==> config.mk <==
export PLATFORM = sky130hd
export DESIGN_NAME = perceptron_train_seq
export DESIGN_NICKNAME = d
export VERILOG_FILES = /design/src/rtl/perceptron_train_seq.sv
export SDC_FILE = /design/constraint.sdc
export NUM_CORES = 1
export LEC_CHECK = 0
export CORE_ASPECT_RATIO = 1.2
export CORE_MARGIN = 5
export CORE_UTILIZATION = 41
export CTS_CLUSTER_DIAMETER = 40
export DETAILED_ROUTE_END_ITERATION = 10
export HOLD_SLACK_MARGIN = 0.02
export PLACE_DENSITY = 0.88
export SETUP_SLACK_MARGIN = 0.05
export SLEW_MARGIN = 25
export SYNTH_ARGS = -nofsm -noshare
export SYNTH_HDL_FRONTEND = slang
export SYNTH_SLANG_ARGS = --single-unit
export TNS_END_PERCENT = 1
==> constraint.sdc <==
create_clock -name clk -period 2.46 [get_ports clk]
set_clock_uncertainty 0.05 [all_clocks]
set_input_delay 0.246 -clock clk [delete_from_list [all_inputs] [get_ports clk]]
set_output_delay 0.246 -clock clk [all_outputs]
set_load 0.05 [all_outputs]
==> src/rtl/perceptron_train_seq.sv <==
// Training sequencer for the perceptron weight table: filters resolved-branch events
// into a FIFO and performs a read-modify-write per event on a read port shared with fetch.
module perceptron_train_seq #(
    parameter int IDX_W  = 8,
    parameter int DEPTH  = 4,
    parameter int THETA  = 4,
    parameter int STARVE = 8
) (
    input  logic             clk,
    input  logic             rst,
    input  logic             upd_valid,
    output logic             upd_ready,
    input  logic [IDX_W-1:0] upd_idx,
    input  logic [15:0]      upd_ghr,
    input  logic             upd_dir,
    input  logic             upd_mispred,
    input  logic [8:0]       upd_mag,
    input  logic             pred_rd_req,
    input  logic [IDX_W-1:0] pred_rd_idx,
    output logic             pred_stall,
    output logic             tbl_rd_en,
    output logic [IDX_W-1:0] tbl_rd_idx,
    input  logic [47:0]      tbl_rd_data,
    output logic             tbl_wr_en,
    output logic [IDX_W-1:0] tbl_wr_idx,
    output logic [47:0]      tbl_wr_data,
    output logic [47:0]      dp_weight,
    output logic [15:0]      dp_ghr,
    output logic             dp_dir,
    input  logic [47:0]      dp_weight_new,
    output logic [15:0]      train_cnt
);
    localparam int PTR_W = $clog2(DEPTH);
    localparam int CNT_W = PTR_W + 1;
    localparam int SC_W  = $clog2(STARVE) + 1;
    localparam int ENT_W = IDX_W + 17;

    typedef enum logic [1:0] {
        IDLE = 2'd0,
        RD   = 2'd1,
        CAP  = 2'd2,
        WR   = 2'd3
    } state_t;

    state_t           state_r;
    logic [ENT_W-1:0] fifo_r [DEPTH];
    logic [PTR_W-1:0] wr_ptr_r;
    logic [PTR_W-1:0] rd_ptr_r;
    logic [CNT_W-1:0] count_r;
    logic [SC_W-1:0]  starve_r;
    logic [47:0]      weight_r;
    logic [15:0]      train_cnt_r;

    logic [ENT_W-1:0] head_s;
    logic [IDX_W-1:0] head_idx_s;
    logic             full_s;
    logic             empty_s;
    logic             keep_s;
    logic             push_s;
    logic             pop_s;
    logic             at_limit_s;
    logic             claim_s;

    assign full_s     = (count_r == CNT_W'(DEPTH));
    assign empty_s    = (count_r == {CNT_W{1'b0}});
    // Confident correct predictions are consumed without training.
    assign keep_s     = upd_mispred || (upd_mag <= 9'(THETA));
    assign push_s     = upd_valid && !full_s && keep_s;
    assign pop_s      = (state_r == WR);
    assign head_s     = fifo_r[rd_ptr_r];
    assign head_idx_s = head_s[ENT_W-1:17];
    assign at_limit_s = (starve_r == SC_W'(STARVE - 1));
    assign claim_s    = (state_r == RD) && (!pred_rd_req || at_limit_s);

    assign upd_ready   = !full_s;
    assign dp_weight   = weight_r;
    assign dp_ghr      = head_s[16:1];
    assign dp_dir      = head_s[0];
    assign tbl_wr_en   = (state_r == WR);
    assign tbl_wr_idx  = head_idx_s;
    assign tbl_wr_data = dp_weight_new;
    assign train_cnt   = train_cnt_r;

    // Read-port arbitration: fetch owns the port unless training claims it.
    always_comb begin
        tbl_rd_en  = pred_rd_req;
        tbl_rd_idx = pred_rd_idx;
        pred_stall = 1'b0;
        if (claim_s) begin
            tbl_rd_en  = 1'b1;
            tbl_rd_idx = head_idx_s;
            pred_stall = pred_rd_req;
        end else begin
            tbl_rd_en  = pred_rd_req;
            tbl_rd_idx = pred_rd_idx;
            pred_stall = 1'b0;
        end
    end

    // Event FIFO storage, pointers and occupancy; the head only advances in WR.
    always_ff @(posedge clk) begin
        if (rst) begin
            wr_ptr_r <= {PTR_W{1'b0}};
            rd_ptr_r <= {PTR_W{1'b0}};
            count_r  <= {CNT_W{1'b0}};
            for (int i = 0; i < DEPTH; i++) begin
                fifo_r[i] <= {ENT_W{1'b0}};
            end
        end else begin
            if (push_s) begin
                fifo_r[wr_ptr_r] <= {upd_idx, upd_ghr, upd_dir};
                wr_ptr_r         <= wr_ptr_r + PTR_W'(1);
            end
            if (pop_s) begin
                rd_ptr_r <= rd_ptr_r + PTR_W'(1);
            end
            case ({push_s, pop_s})
                2'b10:   count_r <= count_r + CNT_W'(1);
                2'b01:   count_r <= count_r - CNT_W'(1);
                default: count_r <= count_r;
            endcase
        end
    end

    // Read-modify-write sequencer with starvation counter and captured weight row.
    always_ff @(posedge clk) begin
        if (rst) begin
            state_r     <= IDLE;
            starve_r    <= {SC_W{1'b0}};
            weight_r    <= 48'd0;
            train_cnt_r <= 16'd0;
        end else begin
            case (state_r)
                IDLE: begin
                    starve_r <= {SC_W{1'b0}};
                    if (!empty_s) begin
                        state_r <= RD;
                    end
                end
                RD: begin
                    if (claim_s) begin
                        starve_r <= {SC_W{1'b0}};
                        state_r  <= CAP;
                    end else begin
                        starve_r <= starve_r + SC_W'(1);
                    end
                end
                CAP: begin
                    weight_r <= tbl_rd_data;
                    state_r  <= WR;
                end
                WR: begin
                    train_cnt_r <= train_cnt_r + 16'd1;
                    state_r     <= IDLE;
                end
                default: begin
                    starve_r <= {SC_W{1'b0}};
                    state_r  <= IDLE;
                end
            endcase
        end
    end

endmodule

==> summary.txt, run 1 <==
Outcome
  • Status: complete, no violations

Worst hold path
  • Worst min-delay path class: in2reg
  • HP Start: rst

Final layout
  • Fillers: 1606
  • Inserted Diodes: 0
  • Nets: 934
  • Multi-input logic area: 2950 um^2
  • Reg area: 4590 um^2
  • Final core utilization: 0.563
  • Area growth from synthesis to layout: 35.7%
  • Layout cells sized above 1: 0.270

Power
  • Pwr per Cell Area: 780 nW/um^2
  • Peak VDD IR: 0.423 mV
  • P_leak: 4.16 nW
  • Total power: 0.00856 W

Critical path
  • Critical path class: reg2out
  • Worst Setup SP: starve_r[0]
  • Crit end category: primary output
  • Crit path DAT: 2.03 ns
  • CP Max Fanout: 8
  • Worst path required time: 2.16 ns
  • Reg-to-reg startpoint: count_r[0]
  • CP startpoint kind: flip-flop

Logic synthesis
  • Mapped Area: 8090 um^2
  • #FFs+latches synth: 179
  • Syn nets: 788
  • Ys async rst share: 0
  • Register area share after synthesis: 0.567
  • Synth cell types: 44
  • EDFF count, synth: 100
  • Top FF cell, synth: edfxtp_1
  • Avg Cell Area, Syn: 12.7 um^2
  • Ys Warns: 0
  • Syn Inst Count: 637

GRT
  • First-pass GRT wire length: 29400 um
  • Antenna violations before repair: 0
  • Total GRT Usage: 0.164
  • Largest net degree at the start of global routing: 101
  • Vias in the first global route: 5684
  • Grt ovf: 0

Timing
  • WHS: 0.175 ns
  • Setup TNS Final: 0 ns
  • Slew HR: 0.618
  • Hold Fails Final Rpt: 0
  • Peak Freq: 429 MHz
  • Final Setup Violations: 0
  • Final worst slack: 0.129 ns
  • Fin. max-slew vios: 0
  • Slew @ Worst Pin: 0.571 ns
  • Tcrit/Tclk final: 0.947
  • Final Critical Period: 2.33 ns
  • Unrepaired setup endpoints after global routing: yes

Routing
  • Via count: 5343
  • Via density per instance: 5.05
  • Post-DR wirelength/cell: 17.8 um
  • Iteration-0 DRC Markers: 219
  • Remaining DRCs: 0
  • TritonRoute pass-1 iters: 5
  • Antenna Violating Nets Remaining: 0
  • WL final: 18800 um

Die
  • Initial core utilization: 0.415
  • Die height: 164 um
  • I/O Pins: 292
  • Placeable Area: 19500 um^2
  • Rows: 56
  • DIE AREA: 22600 um^2
  • Chip Width: 138 um

Clocking
  • Worst skew pair latency: 0.43 ns
  • Clk pin slew, worst setup/hold paths: 0.07 ns
  • Clock sink total: 179
  • # hold bufs at CTS: 0
  • Inserted Clock Buffers: 17
  • H-tree depth: 4
  • Clock root buffer: clkbuf_16
  • Max Root-Sink Buffers: 2
  • CTS tree: built
  • Post-CTS Setup Bufs: 0

Place
  • Port Buffers: 195
  • Place WS: -0.113 ns
  • GP Congestion: 0.777
  • Dpl hpwl: 12900 um

Flow run
  • Max_cap viols: 0
-- synthesized netlist by cell type, types with 2 or more instances --
cell      instances  area share
nor4_4            2      0.0053
nand4_1           3      0.0023
inv_1            10      0.0046
nor4_1            2      0.0015
and3_1            8      0.0062
dfxtp_1          79        0.20
nor2b_1           4      0.0031
nand2_1           7      0.0032
edfxtp_1        100        0.37
buf_2             9      0.0056
nand3b_1          2      0.0019
and2_2            5      0.0046
nor3_1            6      0.0037
a21oi_1          11      0.0068
xnor2_1           7      0.0076
mux2i_1          50       0.062
and3_2           68       0.063
clkbuf_2         10      0.0062
buf_4            51       0.047
clkbuf_1          8      0.0037
nand3_1           6      0.0037
nand2b_1          3      0.0023
ha_1              7       0.011
mux4_2           25       0.070
mux2_2           10       0.014
xor2_1            7      0.0076
buf_1             9      0.0042
and2_1           24       0.019
a21o_1            2      0.0019
or3_1             3      0.0023
a31o_2            4      0.0043
nor2_1           77       0.036
o21ai_0           7      0.0043
-- state kept, by name, indices dropped and copies added (netlist names), named ones only --
register,flops
state_r,2
wr_ptr_r,2
train_cnt,16
dp_weight,48
fifo_r,100
starve_r,4
count_r,3
rd_ptr_r,2
-- cells by family (layout without fill, tap and decap cells) --
kind of cell / count (synthesis) / count (layout) / synth area share
buf+inv: 97 / 256 / 0.0716
flops: 179 / 179 / 0.567
simple gates: 225 / 225 / 0.165
compound gates: 29 / 29 / 0.0224
fa+ha+maj: 8 / 8 / 0.0133
xor+xnor: 14 / 14 / 0.0152
mux: 85 / 85 / 0.145
-- worst max-delay path: stages, from the launching register on --
cell and delay [ns]:
dfxtp_2 0.36, ha_2 0.20, nand3b_1 0.15, a21boi_2 0.20, buf_6 0.18, mux2_2 0.36
buf_6 0.16
-- final cells by class --
type / count / area share
multi-input combinational: 361 / 0.269
tap: 261 / 0.0298
clock inverter: 11 / 0.0114
clock buffer: 21 / 0.0449
inverter: 10 / 0.00342
timing repair buffer: 214 / 0.223
sequential: 179 / 0.418
-- where the power goes --
part	total [W]	internal, W	switching, W
clock network	0.00281	0.00162	0.00119
logic	0.00225	0.000951	0.00130
registers	0.00350	0.00338	0.000118
total	0.00856	0.00595	0.00261
-- path summary, 6_finish.rpt --
path | end | slack [ns] | cells past startpoint
setup / recovery | tbl_rd_idx[0] | 0.13 | 6
hold / removal | starve_r[0] | 0.18 | 2
setup reg to reg | count_r[2] | 0.15 | 10
hold reg to reg | count_r[2] | 0.44 | 2
-- placed cells by master (no fill, tap or decap), types with 3 or more instances in the layout --
cell and n:
clkdlybuf4s50_1 158, edfxtp_1 100, nor2_1 75, dfxtp_1 75, and3_2 68, mux2i_1 50
buf_12 33, mux4_2 25, and2_1 24, clkbuf_16 19, a21oi_1 11, buf_4 11
inv_1 10, mux2_2 10, buf_6 9, and3_1 8, o21ai_0 7, xnor2_1 7
xor2_1 7, nand3_1 6, nand2_1 6, nor3_1 6, and2_2 5, a31o_2 4
ha_1 4, inv_6 4, nand2b_1 3, nand4_1 3, or3_1 3, nor2b_1 3
ha_2 3, dfxtp_2 3
-- metal layers --
metal  vias up  global-route usage  part of all wire
li1       2536                   -                 -
met1      2562               0.175              0.37
met2       220               0.295              0.52
met3        25              0.0670             0.091
met4         0              0.0544             0.016
met5         -                   0                 0
-- stage by stage --
stage	cell area, um^2	std cells
final	11000	1057
after floorplan	8090	637
after global placement	10300	1025
after CTS	10900	1057
after detailed placement	10300	1025
after global routing	11000	1057
-- timing repair --
item | in CTS | in global routing
setup endpoints to repair | 21 | 22
pin swaps | 0 | 2
endpoints found under the hold margin | 0 | 0
gates resized for setup | 2 | 16
No activity file was read; power rests on OpenSTA's default activity.
==> run 2: changes to the inputs <==
CORE_UTILIZATION = 45   (was 41)
PLACE_DENSITY = 0.92   (was 0.88)
SLEW_MARGIN = not set   (was 25)
clock period = 2.2 ns   (was 2.46 ns; I/O delays follow)
==> run 2 against run 1 <==
  * The flow now finishes with violations (setup timing)
  * Worst hold slack worse by 0.10 ns
  * Combinational power up 17%
  * Global-route usage up 1.8 points
  * Flip-flop and latch count unchanged
  * Utilization up 7.0 points
  * Design area up 1.5%
  * Die area down 8.3%
  * Register-to-register slack worse by 0.14 ns
  * Critical path depth unchanged
  * Cell count down 2.3%
  * Sequential power up 12%
  * Via count up 1.3%
  * Highest routed layer is now met5
==> summary.txt, run 2 (synthesis results as in run 1) <==
GRT
  • Total GRT Usage: 0.182 (+0.0183)
  • Vias in the first global route: 5693 (+0.16%)
  • Grt ovf: 0 (unchanged)
  • Antenna violations before repair: 1 (+1)
  • First-pass GRT wire length: 29900 um (+1.9%)
  • Largest net degree at the start of global routing: 81 (-20%)

Timing
  • Tcrit/Tclk final: 1.00
  • Final Critical Period: 2.21 ns
  • Hold Fails Final Rpt: 0 (unchanged)
  • Slew HR: 0.639 (+0.0216)
  • Fin. max-slew vios: 0 (unchanged)
  • Final Setup Violations: 5 (+5)
  • Setup TNS Final: -0.0120 ns (-0.0120 ns)
  • Slew @ Worst Pin: 0.539 ns (-0.0323 ns)
  • Peak Freq: 453 MHz
  • Unrepaired setup endpoints after global routing: yes
  • Final worst slack: -0.00620 ns (-0.135 ns)

Critical path
  • Slowest library cell on the worst path: dfxtp_2
  • R2R setup slack: 0.01 ns (-0.14 ns)
  • Critical path class: reg2out
  • Crit path buffers/inverters: 2 (unchanged)
  • Crit end category: primary output
  • CP Max Fanout: 8 (unchanged)
  • Worst path required time: 1.93 ns (-0.23 ns)
  • CP startpoint kind: flip-flop
  • CP max stage delay: 0.36 ns (about the same)
  • Crit path cell chain: ha_4, nand3b_1, a21boi_2, buf_6, mux2_4, buf_8
  • Crit path DAT: 1.94 ns (-0.09 ns)
  • CP delay by family, top: flip-flops

Place
  • Port Buffers: 195 (unchanged)
  • Instance area at placement: 10400 um^2 (+0.61%)
  • Dpl cells: 993 (-3.1%)
  • Dpl hpwl: 13100 um (+1.0%)
  • Place WS: -0.244 ns (-0.131 ns)
  • GP Congestion: 0.759 (-2.4%)

Power
  • Switching power: 0.00303 W (+16%)
  • Pwr per Cell Area: 850 nW/um^2 (+8.9%)
  • Gate power share: 0.278 (+0.015)
  • Int Power: 0.00644 W (+8.1%)
  • Peak VDD IR: 0.585 mV (+38%)
  • P_leak: 4.25 nW (+2.1%)
  • Switching part of the total power: 0.320 (+0.0152)
  • Sequential share of power: 0.413 (+0.004)
  • Clk network pwr share: 0.309 (-0.020)

Die
  • I/O Pins: 292 (unchanged)
  • Die height: 157 um (-4.3%)
  • Rows: 53 (-5.4%)
  • DIE AREA: 20800 um^2 (-8.3%)
  • Initial core utilization: 0.460 (+0.0450)
  • Placeable Area: 17600 um^2 (-9.8%)
  • Chip Width: 132 um (-4.2%)

Flow run
  • Max_cap viols: 0 (unchanged)

Final layout
  • Final core utilization: 0.634 (+0.0704)
  • Top reg by flops: fifo_r
  • Post-layout instance count excluding filler cells: 1033 (-2.3%)
  • Nets: 951 (+1.8%)
  • Inserted Diodes: 0 (unchanged)
  • Flip-flop count of the largest register after layout: 100 (unchanged)
  • Area growth from synthesis to layout: 37.7%
  • Layout cells sized above 1: 0.298 (+0.0276)
  • Most frequent cells in the layout: clkdlybuf4s50_1, edfxtp_1, nor2_1, dfxtp_1, and3_2
  • Fin area: 11100 um^2 (+1.5%)
  • Commonest non-fill, non-tap cell in the layout: clkdlybuf4s50_1
  • Fillers: 1230 (-23%)

Routing
  • Met3 routed WL: 1820 um (+6.5%)
  • Via count: 5410 (+1.3%)
  • Antenna Violating Nets Remaining: 0 (unchanged)
  • TritonRoute pass-1 iters: 4 (-1)
  • Top Metal Used: met5
  • Post-DR wirelength/cell: 18.3 um (+2.8%)
  • Remaining DRCs: 0 (unchanged)
  • WL final: 18900 um (+0.46%)
  • Met2 WL: 9690 um (-0.75%)
  • M1 WL: 7240 um (+3.2%)
  • Via density per instance: 5.24 (+3.6%)
  • Iteration-0 DRC Markers: 257 (+17%)

Clocking
  • Worst skew pair latency: 0.43 ns (about the same)
  • # hold bufs at CTS: 0 (unchanged)
  • H-tree depth: 4 (unchanged)
  • Clk pin slew, worst setup/hold paths: 0.08 ns (about the same)
  • CTS tree: built
  • Clock sink total: 179 (unchanged)
  • Inserted Clock Buffers: 17 (unchanged)
  • Clock root buffer: clkbuf_16
  • Max Root-Sink Buffers: 2 (unchanged)

Worst hold path
  • Worst min-delay path class: in2reg

Outcome
  • Failing checks: setup timing
  • Status: complete, but fails checks
[run 2: cell types whose count changed in the layout (fill, tap and decap cells not counted), sizes merged]
cell / change
clkbuf: -4
dlymetal6s2s: -1
clkinv: +3
bufinv: -2
clkdlybuf4s50: -1
buf: +19
clkinvlp: +1
inv: +2
[run 2: worst reg2reg max path, delay by kind of cell (launching register included)]
family	cells	cell delay (ns)
compound gates	1	0.13
xor+xnor	1	0.15
fa+ha+maj	2	0.49
buf+inv	2	0.11
flops	1	0.32
simple gates	4	0.87
[run 2: path summary, 6_finish.rpt]
kind / from / to / cells past startpoint
setup / recovery: starve_r[1] / tbl_rd_idx[3] / 6
hold / removal: rst / wr_ptr_r[0] / 2
setup reg to reg: count_r[0] / count_r[2] / 10
hold reg to reg: dp_weight[30] / dp_weight[30] / 2
[run 2: what timing repair did]
item | 4_1_cts | 5_1_grt
endpoints found under the setup margin | 26 | 26
buffers inserted | 7 | 1
gates resized for setup | 31 | 6
pin swaps | 4 | 1
[run 2: stage by stage]
step                      hold WS, ns  total power, W
after floorplan                 0.317         0.00575
after global placement          0.390         0.00647
after detailed placement        0.390         0.00653
after CTS                      0.0526         0.00954
after global routing           0.0763         0.00985
final                          0.0730         0.00947
[run 2: layer usage]
layer  global-route usage  vias to the layer above
met5                    0                        -
met2                0.317                      197
met4               0.0519                        2
li1                     -                     2563
met1                0.203                     2636
met3               0.0810                       12
[run 2: layout make-up]
type | instances | area (um^2) | area share
clock inverters | 15 | 145 | 0.0130
flip-flops and latches | 179 | 4600 | 0.413
clock buffers | 17 | 425 | 0.0382
well taps | 220 | 275 | 0.0247
repair buffers | 231 | 2650 | 0.238
inverters | 10 | 37.5 | 0.00337
multi-input cells | 361 | 3010 | 0.270
[run 2: power groups by stage]
stage / Sequential (W) / Combinational [W] / Clock, W
floorplan: 0.00441 / 0.00134 / 0
global placement: 0.00396 / 0.00251 / 0
detailed placement: 0.00398 / 0.00255 / 0
CTS: 0.00391 / 0.00265 / 0.00298
global route: 0.00394 / 0.00279 / 0.00313
finish: 0.00391 / 0.00263 / 0.00293
==> run 3: changes to the inputs <==
CORE_ASPECT_RATIO = not set   (was 1.2)
==> run 3 against run 2 <==
  * The flow still finishes with violations (setup timing)
  * Critical path depth unchanged
  * Sequential power about the same
  * Global-route usage up 0.89 points
  * Register-to-register slack about the same
  * Design area up 1.3%
  * Critical path type unchanged
  * Critical endpoint is now tbl_rd_idx[2]
==> summary.txt, run 3 (synthesis results as in run 1) <==
Clocking
  • Inserted Clock Buffers: 17 (unchanged)
  • Max Root-Sink Buffers: 2 (unchanged)
  • # hold bufs at CTS: 0 (unchanged)
  • CTS tree: built
  • Worst skew pair latency: 0.43 ns (about the same)
  • H-tree depth: 4 (unchanged)
  • Clk pin slew, worst setup/hold paths: 0.07 ns (about the same)
  • Clock sink total: 179 (unchanged)
  • Clock root buffer: clkbuf_16

Place
  • Dpl cells: 1000 (+0.70%)
  • GP Congestion: 0.795 (+4.8%)
  • Port Buffers: 195 (unchanged)
  • Dpl hpwl: 13400 um (+2.6%)
  • Place WS: -0.329 ns (-0.0849 ns)

Critical path
  • CP startpoint kind: flip-flop
  • Critical R2R Capture: count_r[2]
  • Reg-to-reg startpoint: count_r[2]
  • R2R setup slack: 0.01 ns (about the same)
  • Crit path DAT: 1.95 ns (about the same)
  • CP Max Fanout: 8 (unchanged)
  • Worst Setup SP: starve_r[0]
  • Reg2Reg Depth: 10 (unchanged)
  • Crit path capture: tbl_rd_idx[2]
  • Critical path class: reg2out
  • Worst path required time: 1.93 ns (about the same)
  • Crit end category: primary output

Outcome
  • Status: complete, but fails checks
  • Failing checks: setup timing

Timing
  • Peak Freq: 450 MHz (-0.66%)
  • WHS: 0.0864 ns (+0.0134 ns)
  • Slew @ Worst Pin: 0.691 ns (+0.152 ns)
  • Tcrit/Tclk final: 1.01 (+0.00669)
  • Fin. max-slew vios: 0 (unchanged)
  • Final Critical Period: 2.22 ns (+0.0147 ns)
  • Setup TNS Final: -0.0833 ns (-0.0713 ns)
  • Slew HR: 0.533 (-0.107)
  • Final worst slack: -0.0209 ns (-0.0147 ns)
  • Unrepaired setup endpoints after global routing: yes
  • Final Setup Violations: 8 (+3)
  • Hold Fails Final Rpt: 0 (unchanged)

Routing
  • Remaining DRCs: 0 (unchanged)
  • Iteration-0 DRC Markers: 249 (-3.1%)
  • TritonRoute pass-1 iters: 4 (unchanged)
  • Via density per instance: 5.24 (about the same)
  • Via count: 5507 (+1.8%)
  • WL final: 19700 um (+4.2%)
  • Post-DR wirelength/cell: 18.7 um (+2.4%)
  • Antenna Violating Nets Remaining: 0 (unchanged)

Power
  • Peak VDD IR: 0.550 mV (-6.0%)
  • Switching part of the total power: 0.317 (-0.00271)
  • Clk network pwr share: 0.314 (+0.005)
  • Gate power share: 0.280 (+0.002)
  • Switching power: 0.00305 W (+0.88%)
  • Sequential share of power: 0.406 (-0.007)
  • Pwr per Cell Area: 853 nW/um^2 (+0.41%)
  • Total power: 0.00963 W (+1.7%)
  • P_leak: 4.31 nW (+1.4%)
  • Int Power: 0.00658 W (+2.1%)

Final layout
  • Reg area: 4590 um^2 (about the same)
  • Flip-flop count of the largest register after layout: 100 (unchanged)
  • Nets: 960 (+0.95%)
  • Commonest non-fill, non-tap cell in the layout: clkdlybuf4s50_1
  • Fillers: 1292 (+5.0%)
  • Post-layout instance count excluding filler cells: 1051 (+1.7%)
  • Most frequent cells in the layout: clkdlybuf4s50_1, edfxtp_1, dfxtp_1, nor2_1, and3_2
  • Multi-input logic area: 3050 um^2 (+1.3%)
  • Inserted Diodes: 0 (unchanged)
  • Area growth from synthesis to layout: 39.6%
  • Layout cells sized above 1: 0.311 (+0.0138)
  • Top reg by flops: fifo_r

Worst hold path
  • Hold Path Depth: 2 (unchanged)
  • Worst min-delay path class: in2reg

GRT
  • Antenna violations before repair: 1 (unchanged)
  • Vias in the first global route: 5767 (+1.3%)
  • Grt ovf: 0 (unchanged)
  • Total GRT Usage: 0.191 (+0.00891)
  • First-pass GRT wire length: 30400 um (+1.6%)
  • Largest net degree at the start of global routing: 78 (-3.7%)

Die
  • DIE AREA: 20800 um^2 (about the same)
  • I/O Pins: 292 (unchanged)
  • Placeable Area: 17800 um^2 (+1.5%)
  • Die height: 144 um (-8.2%)
  • Chip Width: 144 um (+8.8%)
  • Initial core utilization: 0.453 (-0.00691)
  • Rows: 49 (-7.5%)

Flow run
  • Max_cap viols: 0 (unchanged)
-- run 3: power by group through the flow --
stage                     Combinational [W]  Clock (W)  Sequential, W
after floorplan                     0.00134          0        0.00441
after global placement              0.00249          0        0.00397
after detailed placement            0.00254          0        0.00399
after CTS                           0.00267    0.00307        0.00391
after global routing                0.00285    0.00323        0.00394
final                               0.00269    0.00303        0.00391
-- run 3: per-stage QoR --
step	cell area, um^2	util
global route	11300	0.633
detailed placement	10300	0.580
global placement	10300	0.580
finish	11300	0.633
floorplan	8110	-
CTS	11200	0.628
-- run 3: layer usage --
metal	GRT usage	share of wire	up-vias
met2	0.329	0.51	226
met3	0.0817	0.098	33
met1	0.216	0.38	2664
li1	-	-	2582
met4	0.0575	0.017	2
met5	0	0.00081	-
-- run 3: worst max-delay path: stages, from the launching register on --
cell	delay, ns
dfxtp_2	0.35
ha_4	0.14
nand3b_1	0.15
a21boi_4	0.23
buf_12	0.17
mux2_4	0.32
buf_8	0.15
-- run 3: repair_timing --
action,in CTS,in global routing
pin swaps,3,3
setup buffers,15,4
setup endpoints to repair,25,34
endpoints found under the hold margin,0,0
resized for setup,35,16
-- run 3: cell type report --
class	instances	area share
Sequential cell	179	0.407
Clock buffer	17	0.0377
Tap cell	229	0.0254
Inverter	10	0.00333
Multi-Input combinational cell	361	0.270
Timing Repair Buffer	240	0.242
Clock inverter	15	0.0143
-- run 3: worst min path at each step --
stage / startpoint / end
3_3_place_gp: dp_weight_new[11] / tbl_wr_data[11]
3_5_place_dp: dp_weight_new[11] / tbl_wr_data[11]
2_1_floorplan: tbl_rd_data[0] / dp_weight[0]
4_1_cts: rst / rd_ptr_r[0]
5_1_grt: rst / rd_ptr_r[0]
6_report: rst / rd_ptr_r[0]
